`src/rtl/bcd_display_driver.sv`:
```
// Sequential double-dabble converter driving four active-low 7-segment displays (s.cc plus game id).
// Optional display blinking is compiled in when the BLINK_EN macro is defined.
module bcd_display_driver #(
   parameter int unsigned BIN_W     = 10,
   parameter int unsigned BLINK_DIV = 12500000
) (
   input  logic             clk,
   input  logic             reset,
   input  logic [BIN_W-1:0] bin_in,
   input  logic [3:0]       game_number,
   input  logic             blink,
   output logic             busy,
   output logic             done,
   output logic [6:0]       hex0,
   output logic [6:0]       hex1,
   output logic [6:0]       hex2,
   output logic             hex2_dp,
   output logic [6:0]       hex3
);

   localparam int unsigned CNT_W = $clog2(BIN_W + 1);

   typedef enum logic [1:0] {IDLE, SHIFT, UPD} state_t;

   state_t           state;
   logic [BIN_W-1:0] last_bin;
   logic [BIN_W-1:0] val;
   logic [11:0]      bcd;
   logic [11:0]      bcd_adj;
   logic [CNT_W-1:0] cnt;
   logic             pending;
   logic [6:0]       dig0, dig1, dig2, gid;
   logic             dp;

   function automatic logic [6:0] seg_digit(input logic [3:0] d);
      logic [6:0] s;
      case (d)
         4'd0:    s = 7'h40;
         4'd1:    s = 7'h79;
         4'd2:    s = 7'h24;
         4'd3:    s = 7'h30;
         4'd4:    s = 7'h19;
         4'd5:    s = 7'h12;
         4'd6:    s = 7'h02;
         4'd7:    s = 7'h78;
         4'd8:    s = 7'h00;
         4'd9:    s = 7'h10;
         default: s = 7'h7F;
      endcase
      return s;
   endfunction

   function automatic logic [6:0] seg_game(input logic [3:0] g);
      logic [6:0] s;
      case (g)
         4'd0:    s = 7'h79;
         4'd1:    s = 7'h24;
         4'd2:    s = 7'h30;
         4'd3:    s = 7'h19;
         4'd4:    s = 7'h08;
         4'd5:    s = 7'h03;
         4'd6:    s = 7'h46;
         4'd7:    s = 7'h21;
         4'd8:    s = 7'h06;
         default: s = 7'h7F;
      endcase
      return s;
   endfunction

   // add-3 correction applied to every nibble before each shift
   always_comb begin
      bcd_adj = bcd;
      for (int unsigned i = 0; i < 3; i++) begin
         if (bcd[4*i +: 4] >= 4'd5)
            bcd_adj[4*i +: 4] = bcd[4*i +: 4] + 4'd3;
      end
   end

   always_ff @(posedge clk) begin
      if (reset) begin
         state    <= IDLE;
         last_bin <= '0;
         val      <= '0;
         bcd      <= '0;
         cnt      <= '0;
         pending  <= 1'b1;
         busy     <= 1'b0;
         done     <= 1'b0;
         dig0     <= '1;
         dig1     <= '1;
         dig2     <= '1;
         dp       <= 1'b1;
         gid      <= '1;
      end else begin
         gid  <= seg_game(game_number);
         done <= 1'b0;
         case (state)
            IDLE: begin
               if (pending || bin_in != last_bin) begin
                  val      <= (32'(bin_in) > 32'd999) ? BIN_W'(999) : bin_in;
                  last_bin <= bin_in;
                  bcd      <= '0;
                  cnt      <= '0;
                  pending  <= 1'b0;
                  busy     <= 1'b1;
                  state    <= SHIFT;
               end
            end
            SHIFT: begin
               bcd <= {bcd_adj[10:0], val[BIN_W-1]};
               val <= {val[BIN_W-2:0], 1'b0};
               cnt <= cnt + 1'b1;
               if (cnt == CNT_W'(BIN_W - 1))
                  state <= UPD;
            end
            UPD: begin
               dig0  <= seg_digit(bcd[3:0]);
               dig1  <= seg_digit(bcd[7:4]);
               dig2  <= seg_digit(bcd[11:8]);
               dp    <= 1'b0;
               done  <= 1'b1;
               busy  <= 1'b0;
               state <= IDLE;
            end
            default: state <= IDLE;
         endcase
      end
   end

`ifdef BLINK_EN
   logic [31:0] blink_cnt;
   logic        phase;
   logic        blank_q;

   always_ff @(posedge clk) begin
      if (reset) begin
         blink_cnt <= '0;
         phase     <= 1'b0;
         blank_q   <= 1'b0;
      end else begin
         if (blink_cnt == 32'(BLINK_DIV - 1)) begin
            blink_cnt <= '0;
            phase     <= ~phase;
         end else begin
            blink_cnt <= blink_cnt + 32'd1;
         end
         blank_q <= blink && phase;
      end
   end

   assign hex0    = blank_q ? 7'h7F : dig0;
   assign hex1    = blank_q ? 7'h7F : dig1;
   assign hex2    = blank_q ? 7'h7F : dig2;
   assign hex3    = blank_q ? 7'h7F : gid;
   assign hex2_dp = blank_q ? 1'b1  : dp;
`else
   logic blink_unused;
   assign blink_unused = blink;

   assign hex0    = dig0;
   assign hex1    = dig1;
   assign hex2    = dig2;
   assign hex3    = gid;
   assign hex2_dp = dp;
`endif

endmodule

```
`config.mk`:
```
export PLATFORM = sky130hd
export DESIGN_NAME = bcd_display_driver
export DESIGN_NICKNAME = d
export VERILOG_FILES = /design/src/rtl/bcd_display_driver.sv
export SDC_FILE = /design/constraint.sdc
export NUM_CORES = 1
export LEC_CHECK = 0
export ABC_CLOCK_PERIOD_IN_PS = 3700
export CORE_MARGIN = 5
export CORE_UTILIZATION = 55
export CTS_BUF_LIST = sky130_fd_sc_hd__clkbuf_16
export DETAILED_ROUTE_END_ITERATION = 12
export GPL_ROUTABILITY_DRIVEN = 0
export PLACE_DENSITY = 0.86
export SYNTH_ARGS = -nofsm -noshare
export SYNTH_HDL_FRONTEND = slang
export SYNTH_SLANG_ARGS = --single-unit
```
`constraint.sdc`:
```
create_clock -name clk -period 3.7 [get_ports clk]
set_clock_uncertainty 0.1 [all_clocks]
set_input_delay 0.555 -clock clk [delete_from_list [all_inputs] [get_ports clk]]
set_output_delay 0.555 -clock clk [all_outputs]
set_load 0.03 [all_outputs]
```
Yosys cells after proc, flatten, opt, wreduce, memory -nomap -nowiden:

Memories as Yosys holds them, arrays and structs flattened. A register that Yosys moved wholly into a read port is not among the register bits.
Index checks and enable logic that the tools add are counted.

* flip-flop bits (word level): 42
* bits in read-only memories: 448
* input port bits: 17
* logic and storage cells: 51
* memories: 4

* add/sub/neg operators: 4
* $lt $le $gt $ge: 4
* equality and inequality tests: 6
* mux-type cells: 16
* reduce and logical (&&, ||, !) cells: 8

Memory list
* (no name shown): words 16, width 7, read ports 1, clocked after Yosys merged registers in 1, wr ports 0, line 55 `case (g)`
* (no name shown): words 16, width 7, read ports 1, clocked after Yosys merged registers in 1, wr ports 0, line 37 `case (d)`
* (no name shown): words 16, width 7, read ports 1, clocked after Yosys merged registers in 1, wr ports 0, line 37
* (no name shown): words 16, width 7, read ports 1, clocked after Yosys merged registers in 1, wr ports 0, line 37

Operators by type and width (count)
* $pmux 12 s2: 1
* $mux 10: 2
* $pmux 10 s2: 1
* $ge 4x3->1 const B: 3
* $mux 12: 1
* $mux 4: 3
* $gt 10x10->1 const B: 1
* $ne 10x10->1: 1
* $add 4x2->4 const B: 2
* $pmux 4 s2: 1
* $reduce_and 2->1: 4
* $add 4x1->4 const B: 1
* $eq 4x4->1 const B: 1
* $mux 2: 2
* $ne 2x2->1 const B: 2
* $pmux 2 s2: 1
* $reduce_bool 2->1: 2
* $add 3x2->3 const B: 1
* $mux 3: 1
* $eq 2x1->1 const B: 1
* $eq 2x2->1 const B: 1
* $logic_not 2->1: 1
* $mux 1: 2
* $pmux 1 s2: 1
* $logic_or 1x1->1: 1

Depth between registers and ports, before layout:

* word-level depth: 4
* depth in mapped cells: 7

Worst setup path before layout:

Ideal clock, no wire load.

* path type: input to register
* start point: input bin_in[9]
* end point: register val[6]
* arrival: 1.644 ns
* setup slack: 1.853 ns
* cell stages on the path: 5
* cell sequence: xor2_1 > nor4_2 > a31oi_1 > buf_4 > a2111oi_2

* cells in the longest elaborated chain, start to end: 4
* elaborated cells on any way between the ends: 8

RTL lines
* from (decl): line 9 `input logic [BIN_W-1:0] bin_in,`
* $gt 10x10->1 / $ne 10x10->1 (equally long branches): line 100, 99
* $mux 10 / $logic_or 1x1->1 (equally long branches): line 100, 99
* $mux 10 / $ne 2x2->1 (equally long branches)
* $pmux 10 s2 / $reduce_and 2->1 (equally long branches)
* to (signal assigned): line 100 `val <= (32'(bin_in) > 32'd999) ? BIN_W'(999) : bin_in;`
* to (signal assigned): line 111 `val <= {val[BIN_W-2:0], 1'b0};`
* to (decl): line 27 `logic [BIN_W-1:0] val;`

Parallel ways exist; a longest one is shown, timed or not. The select of a mux whose other input is x is not followed.
A chain may end at the register's enable or synchronous reset.

Worst setup path after layout:

* start point: input bin_in[9]
* end point: register bcd[11]

* cells in the longest elaborated chain, start to end: 4

RTL lines
* $ne 10x10->1: line 99 `if (pending || bin_in != last_bin) begin`
* $logic_or 1x1->1: line 99
* $ne 2x2->1 (no line)
* $reduce_and 2->1 (no line)
* to (signal assigned): line 110 `bcd <= {bcd_adj[10:0], val[BIN_W-1]};`
* to (decl): line 28 `logic [11:0] bcd;`

No other way between the ends.

==> flow_summary_export.csv <==
group,metric,value,unit
run_status,status,"completed",
cells_and_area,nets,477,
placement,io_buffers,46,
clock_tree,root_buffer,"clkbuf_16",
hold_path,hold_path_end,"hex2_dp",
sta,drv_slew,0,
clock_tree,cts_tree,"yes",
hold_path,worstHoldStart,"hex2_dp",
detailed_routing,vias_per_cell,5.659,
critical_path,path_cells,"clkdlybuf4s50_1 -> xor2_1 -> nor4_2 -> a41o_1 -> buf_4 -> nand2_1 -> a21oi_1",
cells_and_area,final_cell_count_no_fill,519,
cells_and_area,diodes,0,
clock_tree,cts_htree_levels,3,
flow_run,cap_violations,0,
placement,dp.cells,504,
global_routing,grt_pass1_wl,12120,µm
cells_and_area,area_growth,21.11,%
clock_tree,post_cts_resized,0,
detailed_routing,drc,0,
detailed_routing,wl_per_cell,13.91,µm
clock_tree,clk_pin_slew_worst_paths,0.05,ns
sta,fin_crit_sh,69.20,%
critical_path,crit_path_max_fanout,15,
placement,place_ws,0.8395,ns
sta,setup_viol,0,
hold_path,whs_path_depth,1,
pwr,power_leakage,1.688,nW
logic_synthesis,syn_area_per_cell,8.671,µm²
critical_path,critPathArrivalTime,2.71,ns
sta,fmax,390.5,MHz
floorplan,initial_utilization,55.85,%
logic_synthesis,synthTopCellsByCount,"70 x dfxtp_1, 48 x nor2_1, 43 x a21oi_1",
critical_path,rr_worst_depth,6,
sta,slew_headroom,26.19,%
logic_synthesis,yosys.area.top_type,"dfxtp_1",
logic_synthesis,ys_warn_count,0,
critical_path,crit_required,3.85,ns
pwr,p_per_area,398.0,nW/µm²
global_routing,grtUsageTotal,19.36,%
logic_synthesis,synth-seq-cells,70,
clock_tree,cts_buffers,9,
cells_and_area,drive_above_1_share,7.014,%
floorplan,io_pins,48,
critical_path,worstSetupPathType,"in -> reg",
sta,hold_violations,0,
floorplan,fp.dieH,89.61,µm
logic_synthesis,ys_seq_area_share,40.20,%
sta,holdWs,0.3487,ns
logic_synthesis,yosys.area.top_type_share,40.20,%
sta,setup_ws,1.139,ns
critical_path,r2r-start,"last_bin[9]",
clock_tree,cts.sinks,70,
logic_synthesis,postSynth.asyncResetShare,0,%
clock_tree,ctsHoldBuffers,0,
placement,dpl.hpwl,4936,µm
clock_tree,cts_setup_buffers,0,
detailed_routing,route.vias.total,2937,
logic_synthesis,synth_area_leaders,"dfxtp_1 40%, ha_1 7.9%, a21oi_1 6.2%, nor2_1 5.2%, mux2i_1 3.4%",
cells_and_area,final_area,4222,µm²
sta,fin_tns_setup,0,ns
logic_synthesis,synth_flop_cell,"dfxtp_1",
logic_synthesis,yosysMostFrequentCell,"dfxtp_1",
pwr,vdd_drop_max,0.2896,mV
global_routing,grt_start_max_net_pins,53,
sta,rsz0062_at_grt,"no",
clock_tree,clk_latency,0.33,ns
floorplan,die_area,8030,µm²
critical_path,cp-end-kind,"flop",
floorplan,core-area,6241,µm²
detailed_routing,drtIter0Drc,118,
floorplan,rows,29,
critical_path,reg2reg_to,"bcd[11]",
logic_synthesis,synth_edf_count,0,
logic_synthesis,synth_nets,441,
critical_path,regToRegSetupSlack,1.56,ns
sta,worst_pin_slew,1.104,ns
global_routing,grt_overflow,0,
detailed_routing,first_pass_iters,4,
logic_synthesis,synth_cell_type_count,40,
logic_synthesis,synth_area,3486,µm²
logic_synthesis,synthCells,402,
detailed_routing,antenna_left,0,
global_routing,grt_pass1_vias,2736,
critical_path,cp_slowest_cell,"a41o_1",
detailed_routing,wl,7220,µm
floorplan,die_w,89.61,µm
critical_path,critical_path.startpoint_type,"input port",
hold_path,holdCritPathClass,"reg -> reg",
sta,min_period,2.561,ns
global_routing,antenna_found_initial,0,
clock_tree,max-clock-path-buffers,2,
placement,dpl_cell_area,3971,µm²
critical_path,critPathMaxStageDelay,0.51,ns
==> kinds of logic (layout without fill, tap and decap cells) <==
group / count (synthesis) / after routing / share of synthesized area, %
buffers and inverters: 44 / 84 / 5.097
xor gates and xnor gates: 17 / 17 / 4.271
muxes: 16 / 16 / 4.738
DFF: 70 / 70 / 40.20
adders and majority gates: 22 / 22 / 7.897
AOI/OAI and AO/OA: 116 / 116 / 21.82
and+or+nand+nor: 117 / 117 / 15.97
==> stage by stage <==
step	total power, mW	util (%)
after floorplan	0.9115	-
after global placement	0.9590	63.63
after detailed placement	0.9654	63.63
after CTS	1.691	67.64
after global routing	1.747	67.64
final	1.680	67.64
==> metal layers <==
layer  part of all wire [%]  vias to the layer above  routed length [µm]  track usage [%]
met4                    2.7                        0                 198            10.42
li1                       -                     1463                   -                -
met2                     50                       73                3614            34.04
met5                      0                        -                   0                0
met3                    4.8                       19                 347            3.650
met1                     42                     1382                3059            22.03
==> critical path: cells and delay by family <==
kind,cells,cell delay (ns)
XOR/XNOR,1,0.19
AND/OR/NAND/NOR,2,0.50
buffers and inverters,2,0.77
AO/OA/AOI/OAI,2,0.69
==> flip-flops by register name, indices dropped and copies added, names as in the netlist <==
signal and cells:
val 10, hex2 7, bcd 12, hex1 7
busy 1, done 1, hex3 7, last_bin 10
pending 1, hex0 7, cnt 4, state 2
hex2_dp 1
==> worst max path at each step <==
| stage | startpoint | to | depth (start not counted) |
|---|---|---|---|
| 2_1_floorplan | bin_in[9] | val[6] | 5 |
| 3_3_place_gp | bin_in[9] | cnt[3] | 7 |
| 3_5_place_dp | bin_in[9] | cnt[3] | 7 |
| 4_1_cts | bin_in[9] | bcd[11] | 7 |
| 5_1_grt | bin_in[9] | bcd[11] | 7 |
| 6_report | bin_in[9] | bcd[11] | 7 |
==> cell type report <==
type	count	area, µm²
fill	490	2019
multi-input combinational	288	1913
sequential	70	1401
timing repair buffer	51	493.0
clock buffer	9	225.2
tap	77	96.34
inverter	18	67.56
clock inverter	6	25.02
==> cell usage in the layout, fill, tap and decap left out, drive strengths merged, types with 4 or more instances in the layout <==
cell type / synthesis / layout
inv: 18 / 22
a2111oi: 5 / 5
nor2: 48 / 48
mux2i: 12 / 12
nand2b: 18 / 18
o21bai: 4 / 4
clkdlybuf4s50: 0 / 45
ha: 22 / 22
nand2: 25 / 25
o22ai: 6 / 6
o21ai: 20 / 20
xor2: 11 / 11
dfxtp: 70 / 70
a21o: 4 / 4
a211o: 8 / 8
or2: 5 / 5
nor2b: 7 / 7
o211ai: 4 / 4
buf: 5 / 6
a22oi: 8 / 8
xnor2: 6 / 6
clkbuf: 21 / 9
nor3: 5 / 5
mux2: 4 / 4
a21oi: 43 / 43
==> report_power, final <==
| group | internal (mW) | switching [mW] |
|---|---|---|
| logic | 0.0672 | 0.0878 |
| clock network | 0.436 | 0.293 |
| registers | 0.780 | 0.0152 |
(Power assumes the default switching activity.)
